--- src/rtl/iram_refill_responder.sv ---
// Instruction-RAM refill responder: on a cache miss it streams one full line out of a
// synchronous RAM, one word per strobe, with a programmable gap before every read.
module iram_refill_responder #(
  parameter  int WORD_SIZE   = 32,
  parameter  int ADDR_SIZE   = 32,
  parameter  int MEM_DEPTH   = 1024,
  parameter  int LINE_WORDS  = 4,
  parameter  int WAIT_CYCLES = 1,
  localparam int MEM_AW      = $clog2(MEM_DEPTH)
) (
  input  logic                 clk,
  input  logic                 nrst,
  input  logic                 miss_cache,
  input  logic [ADDR_SIZE-1:0] ram_address,
  output logic                 word_ready,
  output logic [WORD_SIZE-1:0] mem_word,
  output logic                 line_done,
  output logic                 busy,
  output logic                 ram_rd_en,
  output logic [MEM_AW-1:0]    ram_rd_addr,
  input  logic [WORD_SIZE-1:0] ram_rd_data
);

  // Counters must be able to hold LINE_WORDS itself so "all issued" is representable.
  localparam int             CW        = $clog2(LINE_WORDS + 1);
  localparam logic [CW-1:0]  LINE_LEN  = CW'(LINE_WORDS);
  localparam logic [CW-1:0]  LAST_IDX  = CW'(LINE_WORDS - 1);
  localparam logic [3:0]     WAIT_LOAD = 4'(WAIT_CYCLES);

  generate
    if ((MEM_DEPTH < 2) || ((MEM_DEPTH & (MEM_DEPTH - 1)) != 0)) begin : g_bad_depth
      $error("MEM_DEPTH must be a power of two >= 2");
    end
    if ((LINE_WORDS < 1) || (LINE_WORDS > 64) || ((LINE_WORDS & (LINE_WORDS - 1)) != 0)) begin : g_bad_line
      $error("LINE_WORDS must be a power of two in 1..64");
    end
    if ((WAIT_CYCLES < 0) || (WAIT_CYCLES > 15)) begin : g_bad_wait
      $error("WAIT_CYCLES must be in 0..15");
    end
    if (ADDR_SIZE < MEM_AW) begin : g_bad_addr
      $error("ADDR_SIZE must cover the RAM address width");
    end
  endgenerate

  typedef enum logic [1:0] {
    IDLE  = 2'd0,
    BURST = 2'd1,
    DONE  = 2'd2
  } state_e;

  state_e               state_q,    state_d;
  logic [MEM_AW-1:0]    base_q,     base_d;
  logic [3:0]           wait_q,     wait_d;
  logic [CW-1:0]        issued_q,   issued_d;
  logic [CW-1:0]        returned_q, returned_d;
  logic                 rdValid_q,  rdValid_d;
  logic                 ready_q,    ready_d;
  logic [WORD_SIZE-1:0] memWord_q,  memWord_d;

  logic                 strobe;
  logic                 lastStrobe;
  logic                 rdEn;
  logic [MEM_AW-1:0]    rdAddr;

  always_ff @(posedge clk or negedge nrst) begin
    if (!nrst) begin
      state_q    <= IDLE;
      base_q     <= '0;
      wait_q     <= '0;
      issued_q   <= '0;
      returned_q <= '0;
      rdValid_q  <= 1'b0;
      ready_q    <= 1'b0;
      memWord_q  <= '0;
    end else begin
      state_q    <= state_d;
      base_q     <= base_d;
      wait_q     <= wait_d;
      issued_q   <= issued_d;
      returned_q <= returned_d;
      rdValid_q  <= rdValid_d;
      ready_q    <= ready_d;
      memWord_q  <= memWord_d;
    end
  end

  // Strobes are gated by the live request so an aborting fetch unit never sees a stray word.
  always_comb begin
    state_d    = state_q;
    base_d     = base_q;
    wait_d     = wait_q;
    issued_d   = issued_q;
    returned_d = returned_q;
    rdValid_d  = 1'b0;
    ready_d    = 1'b0;
    memWord_d  = memWord_q;
    rdEn       = 1'b0;
    rdAddr     = '0;
    strobe     = ready_q & miss_cache;
    lastStrobe = strobe && (returned_q == LAST_IDX);

    unique case (state_q)
      IDLE: begin
        if (miss_cache) begin
          state_d    = BURST;
          base_d     = ram_address[MEM_AW-1:0];
          wait_d     = WAIT_LOAD;
          issued_d   = '0;
          returned_d = '0;
        end
      end

      BURST: begin
        if (!miss_cache) begin
          state_d    = IDLE;
          wait_d     = '0;
          issued_d   = '0;
          returned_d = '0;
        end else begin
          if ((wait_q == '0) && (issued_q < LINE_LEN)) begin
            rdEn     = 1'b1;
            rdAddr   = base_q + MEM_AW'(issued_q);
            issued_d = issued_q + 1'b1;
            wait_d   = WAIT_LOAD;
          end else if (wait_q != '0) begin
            wait_d = wait_q - 1'b1;
          end

          rdValid_d = rdEn;
          if (rdValid_q) begin
            memWord_d = ram_rd_data;
            ready_d   = 1'b1;
          end

          if (strobe) begin
            returned_d = returned_q + 1'b1;
          end
          if (lastStrobe) begin
            state_d = DONE;
          end
        end
      end

      DONE: begin
        if (!miss_cache) begin
          state_d = IDLE;
        end
      end

      default: begin
        state_d = IDLE;
      end
    endcase
  end

  assign word_ready  = strobe;
  assign line_done   = lastStrobe;
  assign mem_word    = memWord_q;
  assign busy        = (state_q != IDLE);
  assign ram_rd_en   = rdEn;
  assign ram_rd_addr = rdAddr;

endmodule

--- config.mk ---
export PLATFORM = sky130hd
export DESIGN_NAME = iram_refill_responder
export DESIGN_NICKNAME = d
export VERILOG_FILES = /design/src/rtl/iram_refill_responder.sv
export SDC_FILE = /design/constraint.sdc
export NUM_CORES = 1
export LEC_CHECK = 0
export CORE_MARGIN = 2
export CORE_UTILIZATION = 47
export CTS_BUF_LIST = sky130_fd_sc_hd__clkbuf_8
export CTS_CLUSTER_SIZE = 10
export DETAILED_ROUTE_END_ITERATION = 7
export PLACE_DENSITY = 0.94
export SYNTH_ARGS = -nofsm -noshare
export SYNTH_HDL_FRONTEND = slang
export SYNTH_SLANG_ARGS = --single-unit
--- constraint.sdc ---
create_clock -name clk -period 5.7 [get_ports clk]
set_clock_uncertainty 0.15 [all_clocks]
set_input_delay 0.855 -clock clk [delete_from_list [all_inputs] [get_ports clk]]
set_output_delay 0.855 -clock clk [all_outputs]
set_load 0.01 [all_outputs]
==> impl_metrics.csv, run 1 <==
group,metric,value,unit
run_status,status,"complete, no violations",
timing,final.setup.worst_slack,1.702,ns
grt,overflow,0,
grt,grt_usage,0.1920,
clocking,path_clk_slew,0.10,ns
logic_synthesis,syn_inst,194,
clocking,ctsResizeCount,0,
setup_path,worstPathRequired,4.70,ns
grt,grt_pass1_vias,1927,
layout,fill_cells,397,
floorplan,rows,27,
timing,grt_setup_unrepaired,"no",
detailed_routing,ant_nets,0,
logic_synthesis,yosys.area_share.simple,0.08857,
grt,antenna_found_initial,0,
layout,postLayoutCoreUtil,0.6754,
layout,final_cell_mix,"clkdlybuf4s50_1 (89), dfrtp_1 (56), mux2_4 (29)",
clocking,clock_sinks,56,
clocking,cts_tree,"built",
timing,final.setup.tns,0,ns
setup_path,criticalPathCategory,"in -> out",
logic_synthesis,ys_seq_area_frac,0.5333,
logic_synthesis,yosys_register_bits,56,
clocking,post_cts_buffers,0,
clocking,cts_max_level,2,
timing,setup_viol,0,
logic_synthesis,ys_warn_count,0,
layout,drive_gt1_frac,0.1979,
clocking,cts_buffers,5,
logic_synthesis,synth.distinct_cells,43,
layout,layout_commonest_cell,"clkdlybuf4s50_1",
timing,fmax,0.2501,GHz
logic_synthesis,synth_compound_area_frac,0.07000,
logic_synthesis,syn_area_per_cell,13.54,sq um
clocking,clockBufferDepth,2,
logic_synthesis,syn_nets,269,
timing,whs,0.3508,ns
job,maxCapViolCount,0,
placement,portBuffers,90,
logic_synthesis,synthXorXnorAreaFrac,0.02333,
logic_synthesis,synthAdderAreaFrac,0.04095,
worst_hold_path,hp-class,"reg -> reg",
timing,hold_violations,0,
clocking,ctsHoldBuffers,0,
floorplan,core-area,5439,sq um
power,p_total,1.212,mW
power,power.density,330.0,nW/um^2
logic_synthesis,synth_edf_count,0,
logic_synthesis,synth_area,2628,sq um
detailed_routing,drt-wirelength-per-cell,15.09,um
layout,final_nets,362,
setup_path,arrival,2.99,ns
layout,n_antenna_cell,0,
setup_path,start_kind,"input pin",
timing,layout_worst_path_cycle_share,0.7014,
detailed_routing,viasPerCell,5.006,
grt,grt_pass1_wl,9218,um
power,power_leakage,1.686,nW
detailed_routing,num_vias,1802,
timing,slew_headroom,0.3528,
logic_synthesis,synth_top_family_by_area,"multiplexers",
floorplan,die_h,78.77,um
floorplan,start_util,0.4831,
timing,slew_viol_final,0,
logic_synthesis,muxShareOfSynthArea,0.2171,
placement,gp_congestion,0.7748,
detailed_routing,drcViolationCount,0,
timing,worst_pin_slew,0.9672,ns
clocking,clk_latency,0.30,ns
logic_synthesis,async_flop_share,1.000,
layout,syn_to_final_growth,39.81,%
detailed_routing,dr.pass1.iters,4,
timing,period_minus_slack,3.998,ns
placement,dp_hpwl,4053,um
logic_synthesis,synth_top_flop_cell,"dfrtp_1",
placement,preCtsSetupSlack,1.716,ns
floorplan,top_level_ports,113,
setup_path,endpoint_kind,"output pin",
clocking,cts_root_buf,"clkbuf_8",
floorplan,die_area,6205,sq um
detailed_routing,wl,5433,um
detailed_routing,dr.first_iter.drc_count,112,
setup_path,cp_max_fo,10,
grt,grt_max_degree,57,
power,vdd_ir_drop_max,0.2099,mV
floorplan,die_w,78.77,um
[layer usage]
layer  vias up  wire length, um  GRT usage
li1        868                -          -
met1       878             2289     0.2437
met2        51             2808     0.3265
met3         5              284    0.04659
met4         0               51    0.05789
met5         -                0          0
[synth_stat cells (3+ instances only)]
master	instances	share of area
mux2_4	29	0.17
dfrtp_1	56	0.53
and2_1	3	0.0071
o21ai_0	8	0.015
xor2_1	3	0.010
inv_1	7	0.010
nor2_1	8	0.011
a21oi_1	5	0.0095
xnor2_1	4	0.013
nand2_1	13	0.019
mux2_2	12	0.051
buf_6	3	0.013
ha_1	7	0.033
[critical path: stages]
cell and delay, ns:
clkdlybuf4s50_1 0.60, nand2b_1 0.18, nor2_4 0.22, nand2_1 0.25
inv_1 0.21, and2_1 0.15, clkdlybuf4s50_1 0.53
[area by class of cell]
| type | instances | area, sq um | area share |
|---|---|---|---|
| clock buffers | 6 | 82.58 | 0.02248 |
| multi-input cells | 126 | 1156 | 0.3147 |
| flip-flops and latches | 56 | 1401 | 0.3815 |
| well taps | 72 | 90.09 | 0.02452 |
| clock inverters | 2 | 13.76 | 0.003747 |
| inverters | 7 | 26.28 | 0.007153 |
| repair buffers | 91 | 903.4 | 0.2459 |
[where the power goes]
part	leakage (nW)	switching, mW	internal [mW]	total, mW
logic	0.929	0.141	0.290	0.432
registers	0.706	0.0641	0.491	0.555
clock network	0.0516	0.126	0.0996	0.225
total	1.69	0.331	0.881	1.21
[kinds of logic (layout without fill, tap and decap cells)]
| kind of cell | Yosys count | count (layout) |
|---|---|---|
| adders and majority gates | 8 | 8 |
| and+or+nand+nor | 42 | 42 |
| AOI/OAI and AO/OA | 28 | 28 |
| xor gates and xnor gates | 7 | 7 |
| muxes | 41 | 41 |
| DFF | 56 | 56 |
| buffers and inverters | 12 | 106 |
[metrics by stage]
step / cells / instance area (sq um)
global route: 360 / 3674
finish: 360 / 3674
detailed placement: 352 / 3577
floorplan: 194 / 2628
global placement: 352 / 3577
CTS: 360 / 3674
[state kept, by name (all words and copies together) (netlist names)]
signal,flops
wait_q,4
state_q,2
rdValid_q,1
returned_q,3
ready_q,1
mem_word,32
base_q,10
issued_q,3
[final timing paths]
kind,end,cells past startpoint,start,slack [ns]
worst min-delay path,returned_q[2],2,returned_q[2],0.35
worst max-delay path,ram_rd_addr[1],7,miss_cache,1.70
worst max register to register,base_q[9],3,state_q[1],3.56
min in group asynchronous,base_q[7],2,nrst,0.52
max in group asynchronous,returned_q[1],2,nrst,4.43
worst min register to register,returned_q[2],2,returned_q[2],0.35
(Power assumes the default switching activity.)
==> run 2, diff against run 1 <==
CORE_UTILIZATION = 39   (was 47)
PLACE_DENSITY = 0.84   (was 0.94)
clock period = 3.3 ns   (was 5.7 ns; I/O delays follow)
==> run 2 against run 1 <==
Die area rose by 19%. Final area rose by 1.7%. Critical endpoint is now ram_rd_addr[9]. Global-route usage fell by 4.1 points. Largest cell class unchanged. Hold slack got worse by 0.15 ns. Critical path depth fell by 1. Utilization fell by 9.3 points. Critical path type is now reg -> out. Setup slack got worse by 1.5 ns.
==> impl_metrics.csv, run 2 (synthesis results as in run 1) <==
group,metric,value,unit
setup_path,worstPathRequired,2.65,ns
detailed_routing,drcViolationCount,0,
setup_path,r2r-start,"state_q[1]",
setup_path,reg2reg_setup_slack,1.28,ns
layout,final_cell_mix,"clkdlybuf4s50_1 (89), dfrtp_1 (56), mux2_4 (29)",
layout,syn_to_final_growth,42.24,%
setup_path,cp_max_fo,4,
timing,slew_headroom,0.3446,
timing,fmax,0.3179,GHz
timing,layout_worst_path_cycle_share,0.9533,
timing,grt_setup_unrepaired,"no",
detailed_routing,drt-wirelength-per-cell,14.59,um
placement,portBuffers,90,
clocking,cts_tree,"built",
floorplan,die_h,86.08,um
setup_path,criticalPathCategory,"reg -> out",
power,power_leakage,1.713,nW
job,maxCapViolCount,0,
detailed_routing,ant_nets,0,
floorplan,rows,29,
setup_path,r2r-end,"mem_word[21]",
timing,slew_viol_final,0,
layout,final_nets,366,
grt,grt_max_degree,45,
setup_path,endpoint_kind,"output pin",
detailed_routing,wl,5382,um
grt,grt_usage,0.1513,
timing,final.setup.tns,0,ns
setup_path,start_kind,"register",
layout,largest_reg_flops,32,
timing,setup_viol,0,
detailed_routing,num_vias,1838,
timing,whs,0.1988,ns
timing,worst_pin_slew,0.9831,ns
grt,antenna_found_initial,0,
grt,grt_pass1_wl,8894,um
clocking,ctsHoldBuffers,0,
grt,grt_pass1_vias,1846,
clocking,clock_sinks,56,
detailed_routing,dr.first_iter.drc_count,83,
clocking,path_clk_slew,0.10,ns
grt,overflow,0,
floorplan,core-area,6422,sq um
placement,dp_hpwl,3979,um
placement,gp_congestion,0.7991,
floorplan,die_w,86.08,um
timing,period_minus_slack,3.146,ns
layout,regArea,1401,sq um
floorplan,top_level_ports,113,
layout,fill_cells,529,
clocking,clk_latency,0.30,ns
clocking,cts_root_buf,"clkbuf_8",
detailed_routing,dr.pass1.iters,4,
clocking,clockBufferDepth,2,
floorplan,start_util,0.4091,
timing,hold_violations,0,
setup_path,arrival,2.50,ns
layout,drive_gt1_frac,0.2089,
power,vdd_ir_drop_max,0.3278,mV
detailed_routing,viasPerCell,4.981,
layout,n_antenna_cell,0,
worst_hold_path,hp-class,"in -> async",
setup_path,reg2reg_depth,5,
layout,postLayoutCoreUtil,0.5819,
clocking,cts_buffers,5,
run_status,status,"complete, no violations",
floorplan,die_area,7410,sq um
clocking,post_cts_buffers,0,
clocking,ctsResizeCount,0,
layout,multi_input_area,1169,sq um
clocking,cts_max_level,2,
power,power.density,575.1,nW/um^2
layout,layout_commonest_cell,"clkdlybuf4s50_1",
## run 2: cell count changes in the layout (fill, tap and decap cells not counted)
cell and delta:
bufinv_16 +1, ha_1 -1, buf_4 +4, inv_1 +1
clkinv_2 -1, ha_4 +1, clkbuf_8 -1
## run 2: routing by layer
metal,track usage,vias to the layer above,wire (um)
li1,-,873,-
met1,0.1994,911,2306
met2,0.2502,50,2742
met3,0.03946,4,292
met4,0.03463,0,40
met5,0,-,0
## run 2: area by class of cell
| cell class | count | share of cell area |
|---|---|---|
| Clock buffer | 5 | 0.01841 |
| Clock inverter | 3 | 0.01138 |
| Inverter | 7 | 0.007030 |
| Multi-Input combinational cell | 126 | 0.3127 |
| Sequential cell | 56 | 0.3750 |
| Tap cell | 77 | 0.02578 |
| Timing Repair Buffer | 95 | 0.2497 |
## run 2: worst max-delay path, cell delays in order (launching register included)
cell and delay [ns]:
dfrtp_1 0.44, ha_4 0.31, nand3_1 0.12, and2_4 0.17
or4_1 0.46, a21oi_1 0.16, clkdlybuf4s50_1 0.55
## run 2: through the flow
stage	cells	setup WS, ns	area [sq um]	total power [mW]
2_1_floorplan	194	0.9676	2628	1.301
5_1_grt	369	0.02890	3737	2.266
6_report	369	0.1542	3737	2.149
3_3_place_gp	361	0.3390	3613	1.698
3_5_place_dp	361	0.3323	3613	1.718
4_1_cts	369	0.07642	3725	2.180
## run 2: worst max-delay path by stage
| stage | startpoint | to | slack (ns) | cells after the start |
|---|---|---|---|---|
| final | issued_q[2] | ram_rd_addr[9] | 0.15 | 6 |
| after global routing | issued_q[2] | ram_rd_addr[9] | 0.03 | 6 |
| after detailed placement | miss_cache | ram_rd_addr[5] | 0.33 | 7 |
| after floorplan | issued_q[2] | ram_rd_addr[9] | 0.97 | 5 |
| after CTS | issued_q[2] | ram_rd_addr[9] | 0.08 | 6 |
| after global placement | miss_cache | ram_rd_addr[6] | 0.34 | 7 |
## run 2: power breakdown
part	switching, mW	internal (mW)
clock network	0.220	0.227
logic	0.238	0.506
registers	0.110	0.849
total	0.568	1.58
